--- src/rtl/fetch_pkg.sv ---
// rtl/fetch_pkg.sv - shared types and constants for the LEGv8 fetch stage
package fetch_pkg;

  localparam int PC_W        = 64;
  localparam int INSTR_W     = 32;
  localparam int CNT_W       = 32;
  localparam int INSTR_BYTES = 4;
  localparam int BR_SHIFT    = 2;

  typedef enum logic [1:0] {
    ST_RESET = 2'd0,
    ST_FETCH = 2'd1,
    ST_HOLD  = 2'd2
  } fetch_state_e;

endpackage

--- src/rtl/next_pc_adder.sv ---
// rtl/next_pc_adder.sv - next-PC selection: sequential step or word-offset branch
module next_pc_adder
  import fetch_pkg::*;
(
  input  logic [PC_W-1:0] instr_pc,
  input  logic [PC_W-1:0] bus_imm,
  input  logic            branch_taken,
  output logic [PC_W-1:0] next_pc
);

  logic [PC_W-1:0] offset;

  // BusImm counts words; the shift turns it into a byte offset, wrapping mod 2^64
  always_comb begin
    offset = PC_W'(INSTR_BYTES);
    if (branch_taken) begin
      offset = bus_imm << BR_SHIFT;
    end
    next_pc = instr_pc + offset;
  end

endmodule

--- src/rtl/instruction_fetch.sv ---
// rtl/instruction_fetch.sv - PC owner issuing req/ack word reads and holding Instr for decode
module instruction_fetch
  import fetch_pkg::*;
#(
  parameter logic [PC_W-1:0] RESET_PC = 64'h0
) (
  input  logic                Clk,
  input  logic                Resetl,
  output logic [PC_W-1:0]     IMemAddr,
  output logic                IMemReq,
  input  logic                IMemAck,
  input  logic [INSTR_W-1:0]  IMemData,
  output logic [INSTR_W-1:0]  Instr,
  output logic [PC_W-1:0]     InstrPC,
  output logic                InstrValid,
  input  logic                DecodeReady,
  input  logic                BranchTaken,
  input  logic [PC_W-1:0]     BusImm,
  output logic [CNT_W-1:0]    InstrCount
);

  fetch_state_e        state_q, state_d;
  logic [PC_W-1:0]     pc_q, pc_d;
  logic                req_q, req_d;
  logic                valid_q, valid_d;
  logic [INSTR_W-1:0]  instr_q, instr_d;
  logic [PC_W-1:0]     instr_pc_q, instr_pc_d;
  logic [CNT_W-1:0]    count_q, count_d;
  logic [PC_W-1:0]     next_pc;

  next_pc_adder u_next_pc_adder (
    .instr_pc     (instr_pc_q),
    .bus_imm      (BusImm),
    .branch_taken (BranchTaken),
    .next_pc      (next_pc)
  );

  always_ff @(posedge Clk) begin
    if (!Resetl) begin
      state_q    <= ST_RESET;
      pc_q       <= RESET_PC;
      req_q      <= 1'b0;
      valid_q    <= 1'b0;
      instr_q    <= '0;
      instr_pc_q <= '0;
      count_q    <= '0;
    end else begin
      state_q    <= state_d;
      pc_q       <= pc_d;
      req_q      <= req_d;
      valid_q    <= valid_d;
      instr_q    <= instr_d;
      instr_pc_q <= instr_pc_d;
      count_q    <= count_d;
    end
  end

  // req/valid are computed alongside the next state so both leave as flops
  always_comb begin
    state_d    = state_q;
    pc_d       = pc_q;
    req_d      = req_q;
    valid_d    = valid_q;
    instr_d    = instr_q;
    instr_pc_d = instr_pc_q;
    count_d    = count_q;
    case (state_q)
      ST_RESET: begin
        state_d = ST_FETCH;
        req_d   = 1'b1;
        valid_d = 1'b0;
      end
      ST_FETCH: begin
        if (IMemAck) begin
          state_d    = ST_HOLD;
          req_d      = 1'b0;
          valid_d    = 1'b1;
          instr_d    = IMemData;
          instr_pc_d = pc_q;
        end
      end
      ST_HOLD: begin
        if (DecodeReady) begin
          state_d = ST_FETCH;
          req_d   = 1'b1;
          valid_d = 1'b0;
          pc_d    = next_pc;
          count_d = count_q + 1'b1;
        end
      end
      default: begin
        state_d = ST_RESET;
        req_d   = 1'b0;
        valid_d = 1'b0;
      end
    endcase
  end

  assign IMemAddr   = pc_q;
  assign IMemReq    = req_q;
  assign Instr      = instr_q;
  assign InstrPC    = instr_pc_q;
  assign InstrValid = valid_q;
  assign InstrCount = count_q;

endmodule

--- config.mk ---
export PLATFORM = sky130hd
export DESIGN_NAME = instruction_fetch
export DESIGN_NICKNAME = d
export VERILOG_FILES = /design/src/rtl/fetch_pkg.sv /design/src/rtl/next_pc_adder.sv /design/src/rtl/instruction_fetch.sv
export SDC_FILE = /design/constraint.sdc
export NUM_CORES = 1
export LEC_CHECK = 0
export CORE_ASPECT_RATIO = 0.75
export CORE_UTILIZATION = 25
export CTS_CLUSTER_SIZE = 12
export DETAILED_ROUTE_END_ITERATION = 10
export GPL_ROUTABILITY_DRIVEN = 0
export SYNTH_ARGS = -nofsm -noshare
export SYNTH_HDL_FRONTEND = slang
export SYNTH_SLANG_ARGS = --single-unit
export TNS_END_PERCENT = 100
--- constraint.sdc ---
create_clock -name Clk -period 3.4 [get_ports Clk]
set_input_delay 0.68 -clock Clk [delete_from_list [all_inputs] [get_ports Clk]]
set_output_delay 0.68 -clock Clk [all_outputs]
set_load 0.03 [all_outputs]
==> summary.txt <==
Outcome - complete, no violations
Max-slew headroom - 0.4973
Clock slew at reported path FFs - 80 ps
CP max FO - 4
Ys async rst share - 0
Final Util - 0.3859
Clk root buf - clkbuf_16
Critical-path cell list - clkdlybuf4s50_1 -> and2_1 -> ha_1 -> o21ai_0 -> o21a_1 -> nor3_2 -> o21ai_2 -> nand3_1 -> nand3_2 -> a2111oi_4 -> buf_4 -> nor3_1 -> o31ai_1
Number of flops mapped to enable cells by yosys - 0
Netlist Area Pre-Place - 10,970 µm²
TritonRoute pass-1 iters - 5
Final setup violating endpoints - 0
# IOs - 295
Vias in the first global route - 11,470
Antenna-violating nets left - 0
Fin crit share - 0.9635
Fraction of layout cells with a size suffix above 1 - 0.1641
Slowest cell on the critical path - a2111oi_4
GRT Util Overall - 0.1806
Die area - 44,720 µm²
Mapped Nets - 1,617
Gr ovfl total - 0
Initial antenna violation count - 1
CTS Hold Bufs - 0
Crit path kind - input pin to flop
CTS Sinks - 194
Crit path launch type - input pin
CP Buf/Inv Count - 2
Max incr delay on CP - 420 ps
Dpl ws - -625.5 ps
CTS Buf Count - 17
Skew final - 12.73 ps
Leak pwr - 6.467 nW
Final instance area - 16,700 µm²
Final Hold Viols - 0
Vias per cell - 4.815
Reg area - 3884 µm²
Core area - 43,270 µm²
Crit path max-delay family - compound AO/OA/AOI/OAI gates
Largest net degree at the start of global routing - 105
Achievable clock frequency - 305.3 MHz
Gate Count Post-Synth - 1,453
Layout area overhead - 52.26%
Die width - 243.9 µm
Worst setup EP type - flop
# nets final - 2,065
Minimum clock period - 3276 ps
Detailed-route wire length - 41.42 mm
Clock Tree Buf Depth - 2
Power, Total - 4.966 mW
DRT iter0 DRCs - 686
Via Count - 12,000
Distinct cell type count after synthesis - 77
Multi-input gate area - 6874 µm²
FP Rows - 66
Setup TNS - 0 ps
First-pass GRT wire length - 63.96 mm
Post-detail-place hpwl - 31.07 mm
Port Buf Inserts - 292
Synth Register Bits - 194
Top FF cell, synth - dfxtp_1
Fill cells - 4,460
Post-synthesis sequential area ratio - 0.3541
Final WS setup - 124.2 ps
Number of max-cap violations - 0
Worst EP required - 3780 ps
Post-route DRC - 0
Yosys warns - 0
Arr. time, crit path - 3650 ps
Max Slew Vio Count - 0
H-tree Lvls - 4
Max VDD drop - 0.3523 mV
Starting Density - 0.2535
CTS tree - built
Worst hold-check path type - flop to flop
Routed length per instance - 16.62 µm
P per Cell Area - 297.4 nW/µm²
Worst Tran Pin Value - 754.1 ps
Clock latency on the worst-skew pair - 470 ps
Die Ht - 183.4 µm
Placement Cell Area - 15,900 µm²
Mean post-synth cell area - 7.549 µm²
## state kept, by name (all words and copies together), names as in the netlist
signal      count
IMemAddr       64
InstrPC        64
InstrCount     32
Instr          32
state_q         2
## where the power goes
part	switching (mW)	internal [mW]	leakage [nW]	total, mW
registers	0.0222	2.30	1.57	2.32
clock network	1.02	0.947	0.249	1.96
logic	0.369	0.310	4.65	0.679
total	1.41	3.56	6.47	4.97
## metrics by stage
stage,std cells,hold slack (ps)
floorplan,1453,445.5
global placement,2453,441.8
detailed placement,2453,447.5
CTS,2490,457.2
global route,2492,474.3
finish,2492,456.0
## repair_timing
action                     in CTS  in global routing
pin swaps                      11                 17
gates resized for setup        11                 37
setup endpoints to repair      12                 31
hold endpoints to repair        0                  0
setup buffers                   6                  1
## cells in the final DEF (no fill, tap or decap), drive strengths merged, types with 8 or more instances in the layout
cell type      synthesis  routed
or3                   21      21
xor2                  29      29
o21bai                 9       9
ha                    62      62
o21a                  15      15
a21o                  35      35
and3                  11      11
nor2                  79      79
nand3                 41      41
a211oi                14      14
nand2                335     335
clkbuf                62      18
nand4                 19      19
buf                   16     216
inv                   24      29
o31ai                  8       8
clkdlybuf4s50          0     290
a21oi                217     217
and2                  67      67
o21ai                 69      69
dfxtp                194     194
nor3                  18      18
xnor2                 27      27
o211ai                 8       8
## metal layers
metal,share of wire,wire length [µm],up-vias,global-route usage
met1,0.47,19600,5650,0.2438
met4,0.014,590,0,0.04550
met5,0,0,-,0
li1,-,-,5933,-
met3,0.056,2340,43,0.04009
met2,0.46,18890,373,0.2899
## synthesized netlist by cell type, types with 7 or more instances
master	n	area, µm²
o21a_1	15	112.6
ha_1	62	775.7
xnor2_1	27	236.5
and3_1	10	62.56
xor2_1	29	254.0
nand3_1	39	195.2
nand4_1	18	112.6
nand2_1	334	1254
o21bai_1	9	67.56
dfxtp_1	194	3884
o211ai_1	7	52.55
a21oi_1	217	1086
inv_1	23	86.33
clkbuf_1	60	225.2
nor2_1	79	296.5
a211oi_1	13	97.59
o21ai_0	64	320.3
a21o_1	35	262.8
nor3_1	16	80.08
and2_1	67	419.2
buf_2	7	35.03
or3_1	15	93.84
## cell type report
type | instances | share of cell area
multi-input cells | 1157 | 0.4116
repair buffers | 507 | 0.2747
flip-flops and latches | 194 | 0.2326
well taps | 578 | 0.04331
clock buffers | 18 | 0.02570
clock inverters | 13 | 0.006294
inverters | 24 | 0.005694
diodes | 1 | 0.0001498
## cell families (layout without fill, tap and decap cells)
group / Yosys count / in the layout / share of synthesized area
AO/OA/AOI/OAI: 415 / 415 / 0.2291
buffers and inverters: 102 / 562 / 0.03878
other: 0 / 1 / 0
multiplexers: 1 / 1 / 0.0009127
AND/OR/NAND/NOR: 622 / 622 / 0.2599
XOR/XNOR: 56 / 56 / 0.04472
adder cells (fa/ha/maj): 63 / 63 / 0.07255
flip-flops: 194 / 194 / 0.3541
## worst register-to-register path, cell delays in order, from the launching register on
cell	delay, ps
dfxtp_1	390
ha_4	160
inv_2	40
fa_2	380
nand2b_4	150
a21o_1	160
a211o_1	330
buf_4	160
a21o_4	220
a2111oi_4	360
buf_4	190
o21a_1	140
nor3_1	50
nand3b_1	150
a21oi_1	150
## final timing paths
path,start,to,depth (start not counted),slack [ps]
max reg2reg,InstrPC[2],IMemAddr[40],14,290
min reg2reg,Instr[6],Instr[6],2,460
max,BusImm[2],IMemAddr[45],13,120
min,Instr[6],Instr[6],2,460
No activity file was read; power rests on OpenSTA's default activity.
